==> src/rtl/Usertype_BEV.sv <==
// Shared types for the beverage-shop controller: actions, recipes, sizes,
// error codes, the 64-bit ingredient box and the 72-bit input data bus.
package Usertype_BEV;

   typedef enum logic [1:0] {
      Make_drink       = 2'd0,
      Supply           = 2'd1,
      Check_Valid_Date = 2'd2
   } Action;

   typedef enum logic [2:0] {
      Black_Tea                = 3'd0,
      Milk_Tea                 = 3'd1,
      Extra_Milk_Tea           = 3'd2,
      Green_Tea                = 3'd3,
      Green_Milk_Tea           = 3'd4,
      Pineapple_Juice          = 3'd5,
      Super_Pineapple_Tea      = 3'd6,
      Super_Pineapple_Milk_Tea = 3'd7
   } Bev_Type;

   typedef enum logic [1:0] {
      L = 2'b00,
      M = 2'b01,
      S = 2'b11
   } Bev_Size;

   typedef enum logic [1:0] {
      No_Err = 2'd0,
      No_Exp = 2'd1,
      No_Ing = 2'd2,
      Ing_OF = 2'd3
   } Error_Msg;

   typedef logic [11:0] Ing;
   typedef logic [3:0]  Month;
   typedef logic [4:0]  Day;
   typedef logic [7:0]  Barrel_No;

   // Drink volumes in the same units as the stored ingredient amounts
   localparam Ing VOL_L = 12'd960;
   localparam Ing VOL_M = 12'd720;
   localparam Ing VOL_S = 12'd480;

   typedef struct packed {
      Ing         bt;
      Ing         gt;
      logic [3:0] mon_pad;
      Month       mon;
      Ing         mk;
      Ing         pj;
      logic [2:0] day_pad;
      Day         day;
   } Bev_Bal;

   // One view of the input bus per kind of valid strobe
   typedef union packed {
      logic [71:0] raw;
      struct packed { logic [69:0] pad; Action    act;  } d_act;
      struct packed { logic [68:0] pad; Bev_Type  typ;  } d_type;
      struct packed { logic [69:0] pad; Bev_Size  size; } d_size;
      struct packed { logic [62:0] pad; Month mon; Day day; } d_date;
      struct packed { logic [63:0] pad; Barrel_No no;   } d_box_no;
      struct packed { logic [59:0] pad; Ing       ing;  } d_ing;
   } Data;

   // Clamp a 13-bit ingredient sum to the 12-bit storage range
   function automatic Ing ing_sat(input logic [12:0] s);
      return s[12] ? 12'hFFF : s[11:0];
   endfunction

endpackage

==> src/rtl/INF.sv <==
// Shared pattern/bridge interface of the beverage controller.
interface INF;
   logic        rst_n;
   logic        sel_action_valid;
   logic        type_valid;
   logic        size_valid;
   logic        date_valid;
   logic        box_no_valid;
   logic        box_sup_valid;
   logic [71:0] D;
   logic        out_valid;
   logic [1:0]  err_msg;
   logic        complete;
   logic [7:0]  C_addr;
   logic        C_r_wb;
   logic        C_in_valid;
   logic [63:0] C_data_w;
   logic [63:0] C_data_r;
   logic        C_out_valid;

   modport BEV_inf (
      input  rst_n, sel_action_valid, type_valid, size_valid, date_valid,
             box_no_valid, box_sup_valid, D, C_data_r, C_out_valid,
      output out_valid, err_msg, complete, C_addr, C_r_wb, C_in_valid, C_data_w
   );
endinterface

==> src/rtl/bev_recipe.sv <==
// Combinational recipe table: (type, size) -> ingredient needs per drink.
module bev_recipe
   import Usertype_BEV::*;
(
   input  Bev_Type i_type,
   input  Bev_Size i_size,
   output Ing      o_bt,
   output Ing      o_gt,
   output Ing      o_mk,
   output Ing      o_pj
);

   Ing w_vol;
   Ing w_half;
   Ing w_qtr;
   Ing w_3qtr;

   // Volume by size; the unused size code yields a zero-volume drink
   always_comb begin
      w_vol = '0;
      case (i_size)
         L:       w_vol = VOL_L;
         M:       w_vol = VOL_M;
         S:       w_vol = VOL_S;
         default: w_vol = '0;
      endcase
   end

   // All volumes are multiples of 4, so the ratio splits are exact shifts
   assign w_half = w_vol >> 1;
   assign w_qtr  = w_vol >> 2;
   assign w_3qtr = w_vol - w_qtr;

   // Split the volume across ingredients according to the recipe ratio
   always_comb begin
      o_bt = '0;
      o_gt = '0;
      o_mk = '0;
      o_pj = '0;
      case (i_type)
         Black_Tea:                o_bt = w_vol;
         Milk_Tea:                 begin o_bt = w_3qtr; o_mk = w_qtr;  end
         Extra_Milk_Tea:           begin o_bt = w_half; o_mk = w_half; end
         Green_Tea:                o_gt = w_vol;
         Green_Milk_Tea:           begin o_gt = w_half; o_mk = w_half; end
         Pineapple_Juice:          o_pj = w_vol;
         Super_Pineapple_Tea:      begin o_bt = w_half; o_pj = w_half; end
         Super_Pineapple_Milk_Tea: begin o_bt = w_half; o_mk = w_qtr; o_pj = w_qtr; end
         default:                  o_bt = '0;
      endcase
   end

endmodule

==> src/rtl/bev_core.sv <==
// Beverage-shop controller: collects one action, reads the box through the
// bridge, computes the result, optionally writes the box back, reports.
module bev_core
   import Usertype_BEV::*;
(
   input logic   clk,
   INF.BEV_inf   inf
);

   typedef enum logic [2:0] {
      IDLE, GET_INPUT, READ_REQ, READ_WAIT, CALC, WRITE_REQ, WRITE_WAIT, OUT
   } state_t;

   state_t          r_state;
   Action           r_act;
   Bev_Type         r_type;
   Bev_Size         r_size;
   Month            r_mon;
   Day              r_day;
   Barrel_No        r_box_no;
   logic [3:0][11:0] r_sup;
   logic [1:0]      r_sup_cnt;
   Bev_Bal          r_box;
   Error_Msg        r_res_err;

   logic            r_out_valid;
   Error_Msg        r_err;
   logic            r_complete;
   Barrel_No        r_c_addr;
   logic            r_c_r_wb;
   logic            r_c_in_valid;
   Bev_Bal          r_c_data_w;

   Data             w_d;
   logic            w_unused;
   Ing              w_need_bt, w_need_gt, w_need_mk, w_need_pj;
   logic            w_expired;
   logic            w_short;
   logic [12:0]     w_s_bt, w_s_gt, w_s_mk, w_s_pj;
   logic            w_of;
   Bev_Bal          w_new;
   Error_Msg        w_err;
   logic            w_wr;

   assign w_d      = inf.D;
   assign w_unused = |w_d.raw[71:12];

   bev_recipe u_recipe (
      .i_type (r_type),
      .i_size (r_size),
      .o_bt   (w_need_bt),
      .o_gt   (w_need_gt),
      .o_mk   (w_need_mk),
      .o_pj   (w_need_pj)
   );

   // Today later than the box date means expired; equal dates are fine
   assign w_expired = (r_mon > r_box.mon) ||
                      ((r_mon == r_box.mon) && (r_day > r_box.day));
   assign w_short   = (r_box.bt < w_need_bt) || (r_box.gt < w_need_gt) ||
                      (r_box.mk < w_need_mk) || (r_box.pj < w_need_pj);

   assign w_s_bt = {1'b0, r_box.bt} + {1'b0, r_sup[0]};
   assign w_s_gt = {1'b0, r_box.gt} + {1'b0, r_sup[1]};
   assign w_s_mk = {1'b0, r_box.mk} + {1'b0, r_sup[2]};
   assign w_s_pj = {1'b0, r_box.pj} + {1'b0, r_sup[3]};
   assign w_of   = w_s_bt[12] | w_s_gt[12] | w_s_mk[12] | w_s_pj[12];

   // Result of the action on the fetched box: error code, new box, write flag
   always_comb begin
      w_new = r_box;
      w_err = No_Err;
      w_wr  = 1'b0;
      case (r_act)
         Make_drink: begin
            if (w_expired)    w_err = No_Exp;
            else if (w_short) w_err = No_Ing;
            else begin
               w_new.bt = r_box.bt - w_need_bt;
               w_new.gt = r_box.gt - w_need_gt;
               w_new.mk = r_box.mk - w_need_mk;
               w_new.pj = r_box.pj - w_need_pj;
               w_wr     = 1'b1;
            end
         end
         Supply: begin
            w_new.bt      = ing_sat(w_s_bt);
            w_new.gt      = ing_sat(w_s_gt);
            w_new.mk      = ing_sat(w_s_mk);
            w_new.pj      = ing_sat(w_s_pj);
            w_new.mon_pad = '0;
            w_new.mon     = r_mon;
            w_new.day_pad = '0;
            w_new.day     = r_day;
            w_wr          = 1'b1;
            if (w_of) w_err = Ing_OF;
         end
         default: begin
            if (w_expired) w_err = No_Exp;
         end
      endcase
   end

   // Control FSM with registered bridge and result outputs
   always_ff @(posedge clk) begin
      if (!inf.rst_n) begin
         r_state      <= IDLE;
         r_act        <= Make_drink;
         r_type       <= Black_Tea;
         r_size       <= L;
         r_mon        <= '0;
         r_day        <= '0;
         r_box_no     <= '0;
         r_sup        <= '0;
         r_sup_cnt    <= '0;
         r_box        <= '0;
         r_res_err    <= No_Err;
         r_out_valid  <= 1'b0;
         r_err        <= No_Err;
         r_complete   <= 1'b0;
         r_c_addr     <= '0;
         r_c_r_wb     <= 1'b0;
         r_c_in_valid <= 1'b0;
         r_c_data_w   <= '0;
      end else begin
         r_c_in_valid <= 1'b0;
         r_out_valid  <= 1'b0;
         r_err        <= No_Err;
         r_complete   <= 1'b0;
         case (r_state)
            IDLE: begin
               if (inf.sel_action_valid) begin
                  r_act     <= w_d.d_act.act;
                  r_sup_cnt <= '0;
                  r_state   <= GET_INPUT;
               end
            end
            GET_INPUT: begin
               if (inf.type_valid) r_type <= w_d.d_type.typ;
               if (inf.size_valid) r_size <= w_d.d_size.size;
               if (inf.date_valid) begin
                  r_mon <= w_d.d_date.mon;
                  r_day <= w_d.d_date.day;
               end
               if (inf.box_no_valid) begin
                  r_box_no <= w_d.d_box_no.no;
                  if (r_act != Supply) begin
                     r_c_in_valid <= 1'b1;
                     r_c_r_wb     <= 1'b1;
                     r_c_addr     <= w_d.d_box_no.no;
                     r_state      <= READ_REQ;
                  end
               end
               if (inf.box_sup_valid) begin
                  r_sup[r_sup_cnt] <= w_d.d_ing.ing;
                  r_sup_cnt        <= r_sup_cnt + 2'd1;
                  if (r_sup_cnt == 2'd3) begin
                     r_c_in_valid <= 1'b1;
                     r_c_r_wb     <= 1'b1;
                     r_c_addr     <= r_box_no;
                     r_state      <= READ_REQ;
                  end
               end
            end
            READ_REQ:  r_state <= READ_WAIT;
            READ_WAIT: begin
               if (inf.C_out_valid) begin
                  r_box   <= inf.C_data_r;
                  r_state <= CALC;
               end
            end
            CALC: begin
               r_res_err <= w_err;
               if (w_wr) begin
                  r_c_in_valid <= 1'b1;
                  r_c_r_wb     <= 1'b0;
                  r_c_data_w   <= w_new;
                  r_state      <= WRITE_REQ;
               end else begin
                  r_out_valid <= 1'b1;
                  r_err       <= w_err;
                  r_complete  <= (w_err == No_Err);
                  r_state     <= OUT;
               end
            end
            WRITE_REQ:  r_state <= WRITE_WAIT;
            WRITE_WAIT: begin
               if (inf.C_out_valid) begin
                  r_out_valid <= 1'b1;
                  r_err       <= r_res_err;
                  r_complete  <= (r_res_err == No_Err);
                  r_state     <= OUT;
               end
            end
            OUT:     r_state <= IDLE;
            default: r_state <= IDLE;
         endcase
      end
   end

   assign inf.out_valid  = r_out_valid;
   assign inf.err_msg    = r_err;
   assign inf.complete   = r_complete;
   assign inf.C_addr     = r_c_addr;
   assign inf.C_r_wb     = r_c_r_wb;
   assign inf.C_in_valid = r_c_in_valid;
   assign inf.C_data_w   = r_c_data_w;

endmodule

==> src/flat_wrapper.sv <==
// flat-port wrapper written by rule: the top's interface ports become plain ports
module bev_core_flat import Usertype_BEV::*;
  (clk, inf_rst_n, inf_sel_action_valid, inf_type_valid, inf_size_valid, inf_date_valid, inf_box_no_valid, inf_box_sup_valid, inf_D, inf_C_data_r, inf_C_out_valid, inf_out_valid, inf_err_msg, inf_complete, inf_C_addr, inf_C_r_wb, inf_C_in_valid, inf_C_data_w);
  INF inf_i ();
  input logic clk;
  input wire logic [$bits(inf_i.rst_n)-1:0] inf_rst_n;
  input wire logic [$bits(inf_i.sel_action_valid)-1:0] inf_sel_action_valid;
  input wire logic [$bits(inf_i.type_valid)-1:0] inf_type_valid;
  input wire logic [$bits(inf_i.size_valid)-1:0] inf_size_valid;
  input wire logic [$bits(inf_i.date_valid)-1:0] inf_date_valid;
  input wire logic [$bits(inf_i.box_no_valid)-1:0] inf_box_no_valid;
  input wire logic [$bits(inf_i.box_sup_valid)-1:0] inf_box_sup_valid;
  input wire logic [$bits(inf_i.D)-1:0] inf_D;
  input wire logic [$bits(inf_i.C_data_r)-1:0] inf_C_data_r;
  input wire logic [$bits(inf_i.C_out_valid)-1:0] inf_C_out_valid;
  output wire logic [$bits(inf_i.out_valid)-1:0] inf_out_valid;
  output wire logic [$bits(inf_i.err_msg)-1:0] inf_err_msg;
  output wire logic [$bits(inf_i.complete)-1:0] inf_complete;
  output wire logic [$bits(inf_i.C_addr)-1:0] inf_C_addr;
  output wire logic [$bits(inf_i.C_r_wb)-1:0] inf_C_r_wb;
  output wire logic [$bits(inf_i.C_in_valid)-1:0] inf_C_in_valid;
  output wire logic [$bits(inf_i.C_data_w)-1:0] inf_C_data_w;
  assign inf_i.rst_n = inf_rst_n;
  assign inf_i.sel_action_valid = inf_sel_action_valid;
  assign inf_i.type_valid = inf_type_valid;
  assign inf_i.size_valid = inf_size_valid;
  assign inf_i.date_valid = inf_date_valid;
  assign inf_i.box_no_valid = inf_box_no_valid;
  assign inf_i.box_sup_valid = inf_box_sup_valid;
  assign inf_i.D = inf_D;
  assign inf_i.C_data_r = inf_C_data_r;
  assign inf_i.C_out_valid = inf_C_out_valid;
  assign inf_out_valid = inf_i.out_valid;
  assign inf_err_msg = inf_i.err_msg;
  assign inf_complete = inf_i.complete;
  assign inf_C_addr = inf_i.C_addr;
  assign inf_C_r_wb = inf_i.C_r_wb;
  assign inf_C_in_valid = inf_i.C_in_valid;
  assign inf_C_data_w = inf_i.C_data_w;
  bev_core u_core (.clk(clk), .inf(inf_i));
endmodule
==> config.mk <==
export PLATFORM = sky130hd
export DESIGN_NAME = bev_core_flat
export DESIGN_NICKNAME = d
export VERILOG_FILES = /design/src/rtl/Usertype_BEV.sv /design/src/rtl/INF.sv /design/src/rtl/bev_recipe.sv /design/src/rtl/bev_core.sv /design/src/flat_wrapper.sv
export SDC_FILE = /design/constraint.sdc
export NUM_CORES = 1
export LEC_CHECK = 0
export ABC_CLOCK_PERIOD_IN_PS = 3710
export BUFFER_PORTS_ARGS = -buffer_cell sky130_fd_sc_hd__buf_4
export CORE_MARGIN = 5
export CORE_UTILIZATION = 30
export CTS_BUF_LIST = sky130_fd_sc_hd__clkbuf_4
export CTS_CLUSTER_DIAMETER = 60
export DETAILED_ROUTE_END_ITERATION = 7
export SLEW_MARGIN = 20
export SYNTH_ARGS = -nofsm -noshare
export SYNTH_HDL_FRONTEND = slang
export SYNTH_SLANG_ARGS = --single-unit
export TNS_END_PERCENT = 20
==> constraint.sdc <==
create_clock -name clk -period 3.71 [get_ports clk]
set_input_delay 0.742 -clock clk [delete_from_list [all_inputs] [get_ports clk]]
set_output_delay 0.742 -clock clk [all_outputs]
set_load 0.02 [all_outputs]
==> metrics.md, run 1 <==
| Metric | Value |
|---|---|
| CTS tree | done |
| Nets | 2,173 |
| Antenna Nets Post-Route | 0 |
| Critical path launch point | u_core.r_size[0] |
| Pin count of the biggest net entering global routing | 82 |
| Post-detail-place hpwl | 35,570 um |
| Starting Density | 30.20% |
| Final hold violation count | 0 |
| Simple-gate share of the synthesized area | 21.72% |
| Critical path destination | u_core.inf.C_data_w[30] |
| RR Startpoint | u_core.r_size[0] |
| Pre-CTS WS | -167.7 ps |
| Largest family of logic cells by synthesized area | compound AO/OA/AOI/OAI gates |
| DIE AREA | 47,530 sq um |
| Gr ovfl total | 0 |
| Type of origin of the critical path | flip-flop |
| First-pass GRT wire length | 72,500 um |
| Mapped Area | 12,980 sq um |
| Bufs on Longest Clock Path | 3 |
| Critical Path RT | 4280 ps |
| Dominant cells by area after synthesis | dfxtp_1 (34%), nand2_1 (10%), ha_1 (9.6%) |
| H-tree Lvls | 3 |
| Cts hold-fix bufs | 0 |
| Async set or reset register ratio after synthesis | 0% |
| Min cycle time layout | 3570 ps |
| Setup violations, final | 0 |
| Die Width | 218.0 um |
| Slew HR | 31.77% |
| Leak Pwr | 6.548 nW |
| Seq cells post-synth | 221 |
| Layout Skew | 60.00 ps |
| Initial antenna violation count | 1 |
| Adder-cell area share of the yosys netlist | 10.87% |
| Share of the yosys chip area belonging to registers | 34.09% |
| Setup TNS Final | 0 ps |
| Max-Cap Viols | 0 |
| Area delta synth->final | 24.50% |
| Via/cell ratio | 5.237 |
| Clk Latency, worst-skew pair | 690 ps |
| Status | finished, final reports clean |
| Gr usage total | 19.35% |
| Average wire per standard cell | 18.90 um |
| GPL Wtd Cong | 0.9150 |
| Commonest cells after routing, fill and taps aside | nand2_1 (353), buf_4 (240), a21oi_1 (221) |
| Layout fillers | 4,599 |
| Rows | 76 |
| Crit Path Class | flip-flop to flip-flop |
| Post-Synth XOR/XNOR Area | 3.104% |
| Highest ir drop seen on vdd | 0.0002022 V |
| Number of DRC markers in iteration 0 | 1,102 |
| Die Ht | 218.0 um |
| Hold Crit Class | input pin to flip-flop |
| Pwr per Cell Area | 363.1 nW/um^2 |
| Mean area per synthesized cell | 7.622 sq um |
| Residual DRC count | 0 |
| IO Pins | 223 |
| Reg2reg end | u_core.inf.C_data_w[30] |
| Slew Limit Fails | 0 |
| Mapped Cells | 1,703 |
| PnR worst setup slack | 139.8 ps |
| DRT Pass-1 Iters | 5 |
| Top cell type's share of synthesized area | 34.09% |
| Total CTS buffers | 67 |
| Worst Path Arrival | 4140 ps |
| Complex-gate fraction of the synthesized area | 24.99% |
| Yosys cell types | 77 |
| Reg clk slew, reported paths | 60 ps |
| Most common cell after layout, fill and taps aside | nand2_1 |
| Fin crit share | 96.23% |
| Post-synth EDFFs | 0 |
| Routed WL | 48,090 um |
| Share of cells above drive strength 1 | 20.27% |
| Area leader, netlist | dfxtp_1 |
| Setup crit end kind | flip-flop |
| Mux contribution to synthesized area | 0.7519% |
| Worst-case reg-to-reg path depth | 13 |
| Clock sink count | 221 |
| Mapped Nets | 1,956 |
| Ys Warns | 0 |
| Slew @ Worst Pin | 997.6 ps |
| Port Buf Inserts | 162 |
| Vias in the first global route | 12,960 |
| Top FF cell, synth | dfxtp_1 |
| Crit Path Max Fanout | 6 |
| Reg2Reg Setup Slack | 140 ps |
| Area of the core | 42,980 sq um |
| Vias | 13,330 |
| Fmax | 280.1 MHz |
| Root Driver | clkbuf_4 |
-- synth_stat cells, types with 16 or more instances --
master	count
a21o_1	18
and3_1	17
nand3_1	41
o211ai_1	16
xnor2_1	24
o21a_1	24
clkbuf_1	76
a21oi_1	222
buf_2	16
nor2_1	110
nor2b_1	17
dfxtp_1	221
o21ai_0	95
inv_1	47
nand2_1	353
nor3_1	36
xor2_1	22
a31oi_1	28
ha_1	100
-- through the flow --
| step | hold WS [ps] | power, mW | cell area [sq um] | util (%) | cells |
|---|---|---|---|---|---|
| floorplan | 435.7 | 3.187 | 12980 | - | 1703 |
| global placement | 442.1 | 3.625 | 15240 | 35.45 | 2432 |
| detailed placement | 447.7 | 3.641 | 15240 | 35.45 | 2432 |
| CTS | 265.4 | 5.912 | 16070 | 37.39 | 2542 |
| global route | 287.6 | 6.161 | 16160 | 37.60 | 2545 |
| finish | 310.5 | 5.867 | 16160 | 37.60 | 2545 |
-- final cells by class --
cell class | count | area [sq um] | share of cell area, %
inverter | 48 | 182.7 | 1.130
clock buffer | 88 | 660.6 | 4.088
antenna | 1 | 2.502 | 0.01548
timing repair buffer | 248 | 1953 | 12.09
clock inverter | 20 | 111.4 | 0.6891
multi-input combinational | 1334 | 8088 | 50.05
tap | 585 | 732.0 | 4.529
sequential | 221 | 4431 | 27.42
-- state kept, by name, indices dropped and copies added, names as in the netlist --
signal / count
u_core.inf.C_addr: 8
u_core.inf.C_data_w: 64
u_core.inf.C_in_valid: 1
u_core.inf.C_r_wb: 1
u_core.inf.complete: 1
u_core.inf.err_msg: 2
u_core.inf.out_valid: 1
u_core.r_act: 2
u_core.r_box: 64
u_core.r_box_no: 8
u_core.r_day: 5
u_core.r_mon: 4
u_core.r_res_err: 2
u_core.r_size: 2
u_core.r_state: 3
u_core.r_sup: 48
u_core.r_sup_cnt: 2
u_core.r_type: 3
-- kinds of logic after synthesis --
logic type      Yosys count
compound gates          527
xor+xnor                 46
fa+ha+maj               108
buf+inv                 148
flops                   221
mux                       9
simple gates            644
-- worst max-delay path, cell delays in order, from the launching register on --
cell and delay [ps]:
dfxtp_2 380, inv_1 110, ha_2 350, buf_4 150, o22a_1 230, ha_1 270, or4_1 520, nor3_1 200
a21oi_2 120, o21ai_1 260, buf_4 240, nor2_2 80, a311o_1 330, a41o_1 230
-- worst min-delay path by stage --
stage                                start                     end  slack [ps]  cells after the start
global route              inf_C_data_r[35]        u_core.r_box[35]         290                      3
detailed placement  u_core.inf.C_data_w[5]  u_core.inf.C_data_w[5]         450                      2
CTS                       inf_C_data_r[59]        u_core.r_box[59]         270                      3
finish                    inf_C_data_r[59]        u_core.r_box[59]         310                      3
floorplan               u_core.r_box_no[7]      u_core.r_box_no[7]         440                      2
global placement        u_core.r_box_no[7]      u_core.r_box_no[7]         440                      2
-- layer usage --
| metal | part of all wire, % | GRT usage [%] | vias up | wire length (um) |
|---|---|---|---|---|
| met5 | 0 | 0 | - | 0 |
| met4 | 3.2 | 6.322 | 0 | 1548 |
| met3 | 6.0 | 3.304 | 109 | 2903 |
| met2 | 46 | 31.81 | 442 | 22040 |
| met1 | 45 | 25.89 | 6285 | 21590 |
| li1 | - | - | 6493 | - |
-- report_power, final --
| part | leakage (nW) | switching (mW) | internal (mW) |
|---|---|---|---|
| logic | 4.29 | 0.689 | 0.441 |
| clock network | 0.470 | 1.07 | 1.17 |
| registers | 1.79 | 0.0677 | 2.43 |
| total | 6.55 | 1.82 | 4.04 |
-- repair_timing --
action | in CTS | in global routing
pin swaps | 0 | 11
resized for setup | 10 | 24
setup endpoints to repair | 58 | 67
gates cloned | 0 | 0
buffers inserted | 2 | 2
No activity file was read; power rests on OpenSTA's default activity.
==> run 2: changes to the inputs <==
--- a/config.mk
+++ b/config.mk
@@ -13,4 +13,5 @@
 export CTS_CLUSTER_DIAMETER = 60
 export DETAILED_ROUTE_END_ITERATION = 7
+export REMOVE_ABC_BUFFERS = 1
 export SLEW_MARGIN = 20
 export SYNTH_ARGS = -nofsm -noshare
==> constraint.sdc (replaced) <==
create_clock -name clk -period 3.71 [get_ports clk]
set_input_delay 0.742 -clock clk [delete_from_list [all_inputs] [get_ports clk]]
set_output_delay 0.742 -clock clk [all_outputs]
set_load 0.01 [all_outputs]
==> metrics.md, run 2 (synthesized netlist as in run 1, its figures left out) <==
| Metric | Value |
|---|---|
| Status | finished, final reports clean |
| Met2 GRT Util | 31.76% (-0.052 points) |
| Root Driver | clkbuf_4 |
| Global route hottest layer | met2 |
| Most common cell after layout, fill and taps aside | nand2_1 |
| Final hold violation count | 0 (unchanged) |
| Design Area, Final | 16,240 sq um (+0.50%) |
| Leak Pwr | 6.570 nW (+0.34%) |
| Crit Path Class | flip-flop to flip-flop |
| Area delta synth->final | 25.12% |
| First-pass GRT wire length | 72,350 um (-0.20%) |
| Worst Path Arrival | 4210 ps (+70 ps) |
| Final Non-Filler Cells | 2,546 (+0.039%) |
| RSZ-0062 raised after global routing | no |
| CTS tree | done |
| Die Width | 218.0 um (unchanged) |
| M3 GR Usage | 4.512% (+1.2 points) |
| Vias | 13,100 (-1.7%) |
| Gr usage total | 19.29% (-0.058 points) |
| HP Start | inf_C_data_r[53] |
| Clock sink count | 221 (unchanged) |
| Setup crit end kind | flip-flop |
| Area of the core | 42,980 sq um (unchanged) |
| Layout Skew | 46.84 ps (-13.17 ps) |
| Layout fillers | 4,593 (-0.13%) |
| Cts hold-fix bufs | 0 (unchanged) |
| Pwr per Cell Area | 374.0 nW/um^2 (+3.0%) |
| Fmax | 282.3 MHz (+0.77%) |
| H-tree Lvls | 3 (unchanged) |
| Rows | 76 (unchanged) |
| Reg area | 4428 sq um (about the same) |
| Antenna Nets Post-Route | 0 (unchanged) |
| Die Ht | 218.0 um (unchanged) |
| Slew @ Worst Pin | 1041 ps (+43.04 ps) |
| DIE AREA | 47,530 sq um (unchanged) |
| Port Buf Inserts | 162 (unchanged) |
| Reg clk slew, reported paths | 60 ps (about the same) |
| Residual DRC count | 0 (unchanged) |
| Crit Path Max Fanout | 20 (+14) |
| Total CTS buffers | 67 (unchanged) |
| Critical Path RT | 4370 ps (+90 ps) |
| Routed WL | 47,730 um (-0.75%) |
| RR Startpoint | u_core.r_size[0] |
| Initial antenna violation count | 1 (unchanged) |
| Min cycle time layout | 3543 ps (-27.46 ps) |
| Met1 Resource Use GR | 25.40% (-0.49 points) |
| Starting Density | 30.20% (unchanged) |
| Slew Limit Fails | 0 (unchanged) |
| DRT Pass-1 Iters | 5 (unchanged) |
| Placed cell area | 15,250 sq um (about the same) |
| Share of cells above drive strength 1 | 20.01% (-0.26 points) |
| Slew HR | 29.64% (-2.1 points) |
| Vias in the first global route | 12,940 (-0.15%) |
| Setup violations, final | 0 (unchanged) |
| Gr ovfl total | 0 (unchanged) |
| Clk Latency, worst-skew pair | 740 ps (+50 ps) |
| Pre-CTS WS | -114.4 ps (+53.29 ps) |
| Hold Crit Class | input pin to flip-flop |
| Highest ir drop seen on vdd | 0.0002090 V (+3.3%) |
| Via/cell ratio | 5.146 (-1.7%) |
| Bufs on Longest Clock Path | 3 (unchanged) |
| Multi-input logic area | 8097 sq um (+0.11%) |
| Max-Cap Viols | 0 (unchanged) |
| GPL Wtd Cong | 0.9593 (+4.8%) |
| PnR worst setup slack | 167.2 ps (+27.46 ps) |
| IO Pins | 223 (unchanged) |
| Type of origin of the critical path | flip-flop |
| Critical path launch point | u_core.r_size[0] |
| Placed Cells | 2,432 (unchanged) |
| Number of DRC markers in iteration 0 | 820 (-26%) |
| Fin crit share | 95.49% (-0.74 points) |
| Pin count of the biggest net entering global routing | 67 (-18%) |
| Nets | 2,172 (-0.046%) |
| Post-detail-place hpwl | 34,130 um (-4.1%) |
| Hold Worst Slack | 250.6 ps (-59.90 ps) |
| Commonest cells after routing, fill and taps aside | nand2_1 (352), buf_4 (237), a21oi_1 (220) |
| Average wire per standard cell | 18.75 um (-0.79%) |
## run 2: cell count changes in the layout (fill, tap and decap cells not counted), moves of 2 or more
cell       change
o21ai_0        +2
bufinv_16      +2
clkinv_2       -6
ha_2           -2
buf_4          -3
clkinv_1       +3
inv_2          +3
## run 2: what timing repair did
item / 4_1_cts / 5_1_grt
pin swaps: 0 / 5
endpoints found under the setup margin: 13 / 67
gates resized for setup: 5 / 26
setup buffers: 0 / 2
hold endpoints to repair: 0 / 0
cloned: 0 / 1
## run 2: path summary, 6_finish.rpt
path	slack (ps)	cells after the start	to
max reg2reg	170	16	u_core.inf.C_data_w[15]
max	170	16	u_core.inf.C_data_w[15]
min	250	3	u_core.r_box[53]
min reg2reg	450	2	u_core.inf.C_data_w[6]
## run 2: routing by layer
metal	wire (um)	vias up
met3	2959	81
met4	1073	0
li1	-	6466
met2	22190	422
met1	21510	6133
met5	0	-
## run 2: layout make-up
type / count / area share (%)
Multi-Input combinational cell: 1334 / 49.85
Sequential cell: 221 / 27.27
Timing Repair Buffer: 247 / 12.16
Tap cell: 585 / 4.507
Clock buffer: 88 / 4.068
Inverter: 48 / 1.125
Clock inverter: 21 / 0.9861
Antenna cell: 2 / 0.03082
## run 2: stage by stage
| step | TNS [ps] | utilization, % | power, mW |
|---|---|---|---|
| detailed placement | -507.5 | 35.48 | 3.646 |
| CTS | -11.77 | 37.41 | 6.127 |
| global placement | -242.2 | 35.48 | 3.630 |
| floorplan | -48140 | - | 3.133 |
| finish | 0 | 37.79 | 6.074 |
| global route | 0 | 37.78 | 6.388 |
## run 2: worst max-delay path: stages, from the launching register on
cell and delay (ps):
dfxtp_2 350, inv_1 100, ha_4 270, or3_1 300, a21oi_1 180, nor2_1 80
ha_1 300, o21ai_0 120, a21boi_1 260, o221ai_2 160, a211oi_2 320, buf_6 190
a21o_4 200, buf_4 140, buf_12 150, a2bb2oi_1 170, o211a_1 150
## run 2: power by group
group / total (mW) / leakage, nW / internal (mW) / switching, mW
clock network: 2.44 / 0.488 / 1.31 / 1.13
logic: 1.14 / 4.30 / 0.452 / 0.685
registers: 2.50 / 1.79 / 2.43 / 0.0669
